**config.mk**
```make
export PLATFORM = sky130hd
export DESIGN_NAME = wb_burst_xactor
export DESIGN_NICKNAME = d
export VERILOG_FILES = /design/src/rtl/wb_xact_pkg.sv /design/src/rtl/xact_sync_fifo.sv /design/src/rtl/wb_burst_xactor.sv
export SDC_FILE = /design/constraint.sdc
export NUM_CORES = 1
export LEC_CHECK = 0
export ABC_AREA = 1
export CAP_MARGIN = 20
export CORE_ASPECT_RATIO = 0.9
export CORE_UTILIZATION = 56
export DETAILED_ROUTE_END_ITERATION = 16
export DONT_BUFFER_PORTS = 1
export PLACE_DENSITY = 0.71
export SYNTH_ARGS = -nofsm -noshare
export SYNTH_HDL_FRONTEND = slang
export SYNTH_SLANG_ARGS = --single-unit
```
**constraint.sdc**
```tcl
create_clock -name wb_clk_i -period 3.9 [get_ports wb_clk_i]
set_input_delay 0.78 -clock wb_clk_i [delete_from_list [all_inputs] [get_ports wb_clk_i]]
set_output_delay 0.78 -clock wb_clk_i [all_outputs]
set_load 0.005 [all_outputs]
```
**src/rtl/wb_xact_pkg.sv**
```systemverilog
`default_nettype none
// ============================================================================
//  Module      : wb_xact_pkg
//  Description : Shared FSM states and Wishbone cycle-type constants for the
//                burst transactor.
//  Revision    : 1.0
// ============================================================================
package wb_xact_pkg;

    typedef enum logic [1:0] {
        IDLE  = 2'd0,
        BURST = 2'd1,
        DONE  = 2'd2
    } xact_state_e;

    localparam logic [2:0] CTI_CLASSIC = 3'b000;
    localparam logic [2:0] CTI_INCR    = 3'b010;
    localparam logic [2:0] CTI_END     = 3'b111;

    localparam logic [3:0] WB_SEL_ALL  = 4'hF;

endpackage
`default_nettype wire

```
**src/rtl/xact_sync_fifo.sv**
```systemverilog
`default_nettype none
// ============================================================================
//  Module      : xact_sync_fifo
//  Description : Single-clock FIFO with occupancy count; buffers read data.
//  Revision    : 1.0
// ============================================================================
module xact_sync_fifo #(
    parameter int W     = 32,
    parameter int DEPTH = 16
) (
    input  logic                       clk_i,
    input  logic                       rst_i,
    input  logic                       push_i,
    input  logic [W-1:0]               data_i,
    input  logic                       pop_i,
    output logic [W-1:0]               data_o,
    output logic                       valid_o,
    output logic [$clog2(DEPTH):0]     count_o
);

    localparam int AW = $clog2(DEPTH);
    localparam int CW = AW + 1;
    localparam logic [CW-1:0] FULL_CNT = CW'(DEPTH);

    logic [W-1:0]  mem_q [DEPTH];
    logic [AW-1:0] wptr_q;
    logic [AW-1:0] rptr_q;
    logic [CW-1:0] count_q;
    logic          empty;
    logic          full;
    logic          do_push;
    logic          do_pop;

    assign empty   = (count_q == '0);
    assign full    = (count_q == FULL_CNT);
    assign do_pop  = pop_i & ~empty;
    // A push into a full FIFO is accepted only when the head leaves this cycle.
    assign do_push = push_i & (~full | do_pop);

    always_ff @(posedge clk_i or posedge rst_i) begin
        if (rst_i) begin
            wptr_q  <= '0;
            rptr_q  <= '0;
            count_q <= '0;
        end else begin
            if (do_push) wptr_q <= wptr_q + AW'(1);
            if (do_pop)  rptr_q <= rptr_q + AW'(1);
            count_q <= count_q + CW'(do_push) - CW'(do_pop);
        end
    end

    always_ff @(posedge clk_i) begin
        if (do_push) mem_q[wptr_q] <= data_i;
    end

    assign data_o  = mem_q[rptr_q];
    assign valid_o = ~empty;
    assign count_o = count_q;

endmodule
`default_nettype wire

```
**src/rtl/wb_burst_xactor.sv**
```systemverilog
`default_nettype none
// ============================================================================
//  Module      : wb_burst_xactor
//  Description : Wishbone incrementing-burst master driven by a command and
//                write-data stream; read data returns through a FIFO.
//                Optional ack watchdog enabled by WB_XACT_TIMEOUT_EN.
//  Revision    : 1.0
// ============================================================================
module wb_burst_xactor
    import wb_xact_pkg::*;
#(
    parameter int DW       = 32,
    parameter int RD_DEPTH = 16
`ifdef WB_XACT_TIMEOUT_EN
    ,
    parameter int TIMEOUT_CYC = 256
`endif
) (
    input  logic          wb_clk_i,
    input  logic          wb_rst_i,
    input  logic          cmd_valid,
    output logic          cmd_ready,
    input  logic          cmd_we,
    input  logic [29:0]   cmd_waddr,
    input  logic [7:0]    cmd_bl,
    input  logic          wdata_valid,
    output logic          wdata_ready,
    input  logic [DW-1:0] wdata,
    output logic          rdata_valid,
    input  logic          rdata_ready,
    output logic [DW-1:0] rdata,
    output logic          cmd_done,
    output logic          xact_err,
    output logic          wb_cyc_o,
    output logic          wb_stb_o,
    output logic          wb_we_o,
    output logic [31:0]   wb_addr_o,
    output logic [DW-1:0] wb_dat_o,
    output logic [3:0]    wb_sel_o,
    output logic [2:0]    wb_cti_o,
    input  logic          wb_ack_i,
    input  logic [DW-1:0] wb_dat_i
);

    localparam int CW = $clog2(RD_DEPTH) + 1;
    localparam logic [CW-1:0] FULL_CNT = CW'(RD_DEPTH);

    xact_state_e   state_q, state_d;
    logic [31:0]   addr_q, addr_d;
    logic          we_q, we_d;
    logic [7:0]    beats_q, beats_d;
    logic          in_burst;
    logic          stb;
    logic          ack_hit;
    logic          abort;
    logic          fifo_push;
    logic [CW-1:0] fifo_count;

    assign in_burst = (state_q == BURST);
    // Read strobes only while a landing slot exists; the strobed word is pushed in its ack cycle.
    assign stb      = in_burst & (we_q ? wdata_valid : (fifo_count < FULL_CNT));
    assign ack_hit  = stb & wb_ack_i;

`ifdef WB_XACT_TIMEOUT_EN
    localparam int TW = $clog2(TIMEOUT_CYC + 1);
    localparam logic [TW-1:0] TMO_LAST = TW'(TIMEOUT_CYC - 1);

    logic [TW-1:0] tmo_q, tmo_d;
    logic          err_q;

    assign tmo_d    = (stb & ~wb_ack_i) ? tmo_q + TW'(1) : '0;
    assign abort    = stb & ~wb_ack_i & (tmo_q == TMO_LAST);
    assign xact_err = err_q;

    always_ff @(posedge wb_clk_i or posedge wb_rst_i) begin
        if (wb_rst_i) begin
            tmo_q <= '0;
            err_q <= 1'b0;
        end else begin
            tmo_q <= tmo_d;
            err_q <= err_q | abort;
        end
    end
`else
    assign abort    = 1'b0;
    assign xact_err = 1'b0;
`endif

    always_ff @(posedge wb_clk_i or posedge wb_rst_i) begin
        if (wb_rst_i) begin
            state_q <= IDLE;
            addr_q  <= '0;
            we_q    <= 1'b0;
            beats_q <= '0;
        end else begin
            state_q <= state_d;
            addr_q  <= addr_d;
            we_q    <= we_d;
            beats_q <= beats_d;
        end
    end

    always_comb begin
        state_d = state_q;
        addr_d  = addr_q;
        we_d    = we_q;
        beats_d = beats_q;
        case (state_q)
            IDLE: begin
                if (cmd_valid) begin
                    addr_d  = {cmd_waddr, 2'b00};
                    we_d    = cmd_we;
                    beats_d = cmd_bl;
                    state_d = (cmd_bl == 8'd0) ? DONE : BURST;
                end
            end
            BURST: begin
                if (ack_hit) begin
                    addr_d  = addr_q + 32'd4;
                    beats_d = beats_q - 8'd1;
                    if (beats_q == 8'd1) state_d = DONE;
                end else if (abort) begin
                    state_d = DONE;
                end
            end
            DONE:    state_d = IDLE;
            default: state_d = IDLE;
        endcase
    end

    // Gated by reset so nothing is offered as accepted while reset is held.
    assign cmd_ready   = (state_q == IDLE) & ~wb_rst_i;
    assign cmd_done    = (state_q == DONE);
    assign wb_cyc_o    = in_burst;
    assign wb_stb_o    = stb;
    assign wb_we_o     = in_burst & we_q;
    assign wb_addr_o   = addr_q;
    assign wb_dat_o    = (in_burst & we_q) ? wdata : '0;
    assign wb_sel_o    = WB_SEL_ALL;
    assign wb_cti_o    = !in_burst ? CTI_CLASSIC : ((beats_q == 8'd1) ? CTI_END : CTI_INCR);
    assign wdata_ready = ack_hit & we_q;
    assign fifo_push   = ack_hit & ~we_q;

    xact_sync_fifo #(
        .W     (DW),
        .DEPTH (RD_DEPTH)
    ) u_rd_fifo (
        .clk_i   (wb_clk_i),
        .rst_i   (wb_rst_i),
        .push_i  (fifo_push),
        .data_i  (wb_dat_i),
        .pop_i   (rdata_ready),
        .data_o  (rdata),
        .valid_o (rdata_valid),
        .count_o (fifo_count)
    );

endmodule
`default_nettype wire
```
==> impl_metrics.tcl <==
set metrics [dict create \
    outcome "complete, no violations" \
    cts_setup_buffers 0 \
    clock_transition_at_the_register_clock_pins_on_the_worst_setup_and_hold_paths_after_cts_ns 0.06 \
    drt-total-wl_mm 56.14 \
    synth_area_mm2 0.02503 \
    numPlacedInstances 2787 \
    ant_nets 0 \
    synth_edf_count 512 \
    pin_count 220 \
    pin_count_of_the_biggest_net_entering_global_routing 83 \
    clk_latency_ns 0.62 \
    wire_per_inst_um 19.41 \
    synthDistinctLibCells 41 \
    synth.yosys.warnings 0 \
    routabilityCongestion 1.007 \
    design.final.nets 2369 \
    fillers 3361 \
    worst-setup-path-type "reg2out" \
    post_cts_resized 0 \
    die_h_um 202.6 \
    setup-violations-final 0 \
    power_per_cell_area_mw_per_mm2 694.0 \
    tritoncts "built" \
    cts-hold-fix-buffers 0 \
    place_hpwl_mm 32.89 \
    floorplan.core_area_mm2 0.04412 \
    post_layout_inst_area_mm2 0.02734 \
    drive_gt1_share_pct 6.803 \
    grt_antenna_before_repair 0 \
    synth.ff_latch_count 566 \
    clock_path_buffers 3 \
    final.period_utilization_pct 89.56 \
    timing_max_transition_violations_final 0 \
    placement.io_buffers 0 \
    die-width_um 224.8 \
    flow.area_growth_from_synthesis_pct 9.244 \
    drc 0 \
    ir_drop_v 0.0004662 \
    crit_path_start_kind "register" \
    placement.cell_area_mm2 0.02549 \
    synth-seq-area-share_pct 66.83 \
    via_per_inst 5.562 \
    critPathMaxFanout 80 \
    asyncSetResetFlopFracSynth_pct 9.541 \
    holdCritPathClass "in2async" \
    route.vias.total 16090 \
    timing.max_slew.rel_slack_pct 33.32 \
    unrepaired_setup_endpoints_after_global_routing "false" \
    tritonroute_pass_1_iters 5 \
    antenna_cells_inserted 0 \
    cts-htree-levels 2 \
    cp_data_arrival_time_ns 2.71 \
    fp-row-count 73 \
    initial_utilization_pct 56.73 \
    ys_dominant_reg_cell "sky130_fd_sc_hd__edfxtp_1" \
    global_route_wire_length_before_repair_mm 86.11 \
    period_minus_slack_ns 3.493 \
    critical_path.endpoint_type "output port" \
    drtIter0Drc 1602 \
    clock-skew-final_ns 0.02558 \
    leakage_nw 10.43 \
    synthesis.instances 2283 \
    global_route.usage.total_pct 24.68 \
    syn-mean-instance-area_um2 10.96 \
    grt-ovfl-total 0 \
    floorplan.die_area_mm2 0.04554 \
    fin_cells 2893 \
    count_of_final_hold_check_violations 0 \
    cap_violations 0 \
    fin_tns_setup_ns 0 \
    clock_tree.root_cell "sky130_fd_sc_hd__clkbuf_16" \
    crit_required_ns 3.12 \
    fmax_ghz 0.2863 \
    grt_pass1_vias 15250 \
    worst_slew_pin_slew_ns 1.000 \
    cts-buffers-inserted 56 \
    clock_sink_count 566 \
]
==> critical path, stage by stage, from the launching register on <==
cell,delay [ns]
sky130_fd_sc_hd__dfrtp_4,1.09
sky130_fd_sc_hd__buf_12,0.39
sky130_fd_sc_hd__a21oi_1,0.07
sky130_fd_sc_hd__o21ai_0,0.12
sky130_fd_sc_hd__nand3_1,0.11
sky130_fd_sc_hd__nand3_1,0.18
sky130_fd_sc_hd__nand2_1,0.11
==> cells by family (layout without fill, tap and decap cells) <==
kind of cell,after synthesis,count (layout),synth area share (%)
adder cells (fa/ha/maj),15,15,0.7799
AO/OA/AOI/OAI,446,446,10.35
other,2,7,0.03001
AND/OR/NAND/NOR,750,750,12.70
XOR/XNOR,11,11,0.3850
buffers and inverters,493,498,8.919
flip-flops,566,566,66.83
==> per-layer routing <==
metal  GRT usage, %  vias to the layer above  routed length, um
met2          40.45                      524              27060
met1          34.20                     7776              24440
met5              0                        -                  0
met4          6.463                        0               1059
li1               -                     7716                  -
met3          4.342                       76               3585
==> worst paths after layout <==
check                                startpoint                       to  slack [ns]  depth (start not counted)
hold reg to reg                      state_q[1]               state_q[1]        0.47                          1
min in group wb_clk_i              wb_dat_i[20]  u_rd_fifo.mem_q[15][20]        0.25                          0
hold / removal                         wb_rst_i               state_q[1]        0.23                          1
max in group asynchronous              wb_rst_i                     we_q        2.88                          2
setup / recovery            u_rd_fifo.rptr_q[1]                 rdata[8]        0.41                          6
setup reg to reg           u_rd_fifo.count_o[2]     u_rd_fifo.count_o[4]        1.12                         13
==> state kept, by name (all words and copies together) (netlist names) <==
register	cells
beats_q	8
u_rd_fifo.mem_q	512
wb_addr_o	30
u_rd_fifo.count_o	5
we_q	1
u_rd_fifo.wptr_q	4
state_q	2
u_rd_fifo.rptr_q	4
==> Yosys cell counts, drive strengths merged (3+ instances only) <==
master	instances	share of area, %
a21oi	150	3.0
a31oi	3	0.075
buf	95	2.9
clkbuf	40	0.61
dfrtp	54	5.4
edfxtp	512	61
ha	14	0.70
inv	356	5.3
nand2	345	5.2
nand3	230	4.6
nand4	6	0.15
nor2	157	2.4
nor3	3	0.060
o211ai	130	3.9
o21ai	157	3.1
or2	5	0.12
xor2	10	0.35
==> power by group <==
part           internal [mW]  switching, mW
clock network           3.14           2.24
registers               6.96          0.628
logic                   1.94           4.08
==> cells in the final DEF, fill, tap and decap left out, drive strengths merged <==
cell type	Yosys	final
a21oi	150	150
a31oi	3	3
a41oi	1	1
and2	2	2
buf	95	34
bufinv	0	6
clkbuf	40	71
clkinv	2	24
clkinvlp	0	3
conb	2	7
dfrtp	54	54
edfxtp	512	512
fa	1	1
ha	14	14
inv	356	360
nand2	345	345
nand3	230	230
nand3b	2	2
nand4	6	6
nor2	157	157
nor3	3	3
o211ai	130	130
o21a	1	1
o21ai	157	157
o21bai	2	2
o22ai	2	2
or2	5	5
xnor2	1	1
xor2	10	10
==> per-stage QoR <==
stage	setup slack (ns)	hold WS, ns	util [%]	total power, mW
6_report	0.4070	0.2327	61.97	18.98
5_1_grt	0.2859	0.2222	61.97	20.05
4_1_cts	0.4103	0.2284	61.97	19.02
3_5_place_dp	0.9579	0.4638	57.79	13.66
3_3_place_gp	0.9896	0.4517	57.79	13.48
2_1_floorplan	0.6917	0.4417	-	12.39
==> layout make-up <==
cell class	count	area [um2]	share of cell area [%]
clock buffer	71	1510	5.524
inverter	358	1344	4.915
sequential	566	16740	61.21
tap	600	750.7	2.746
clock inverter	35	336.6	1.231
timing repair buffer	34	455.4	1.666
multi-input combinational	1229	6207	22.70
No activity file was read; power rests on OpenSTA's default activity.
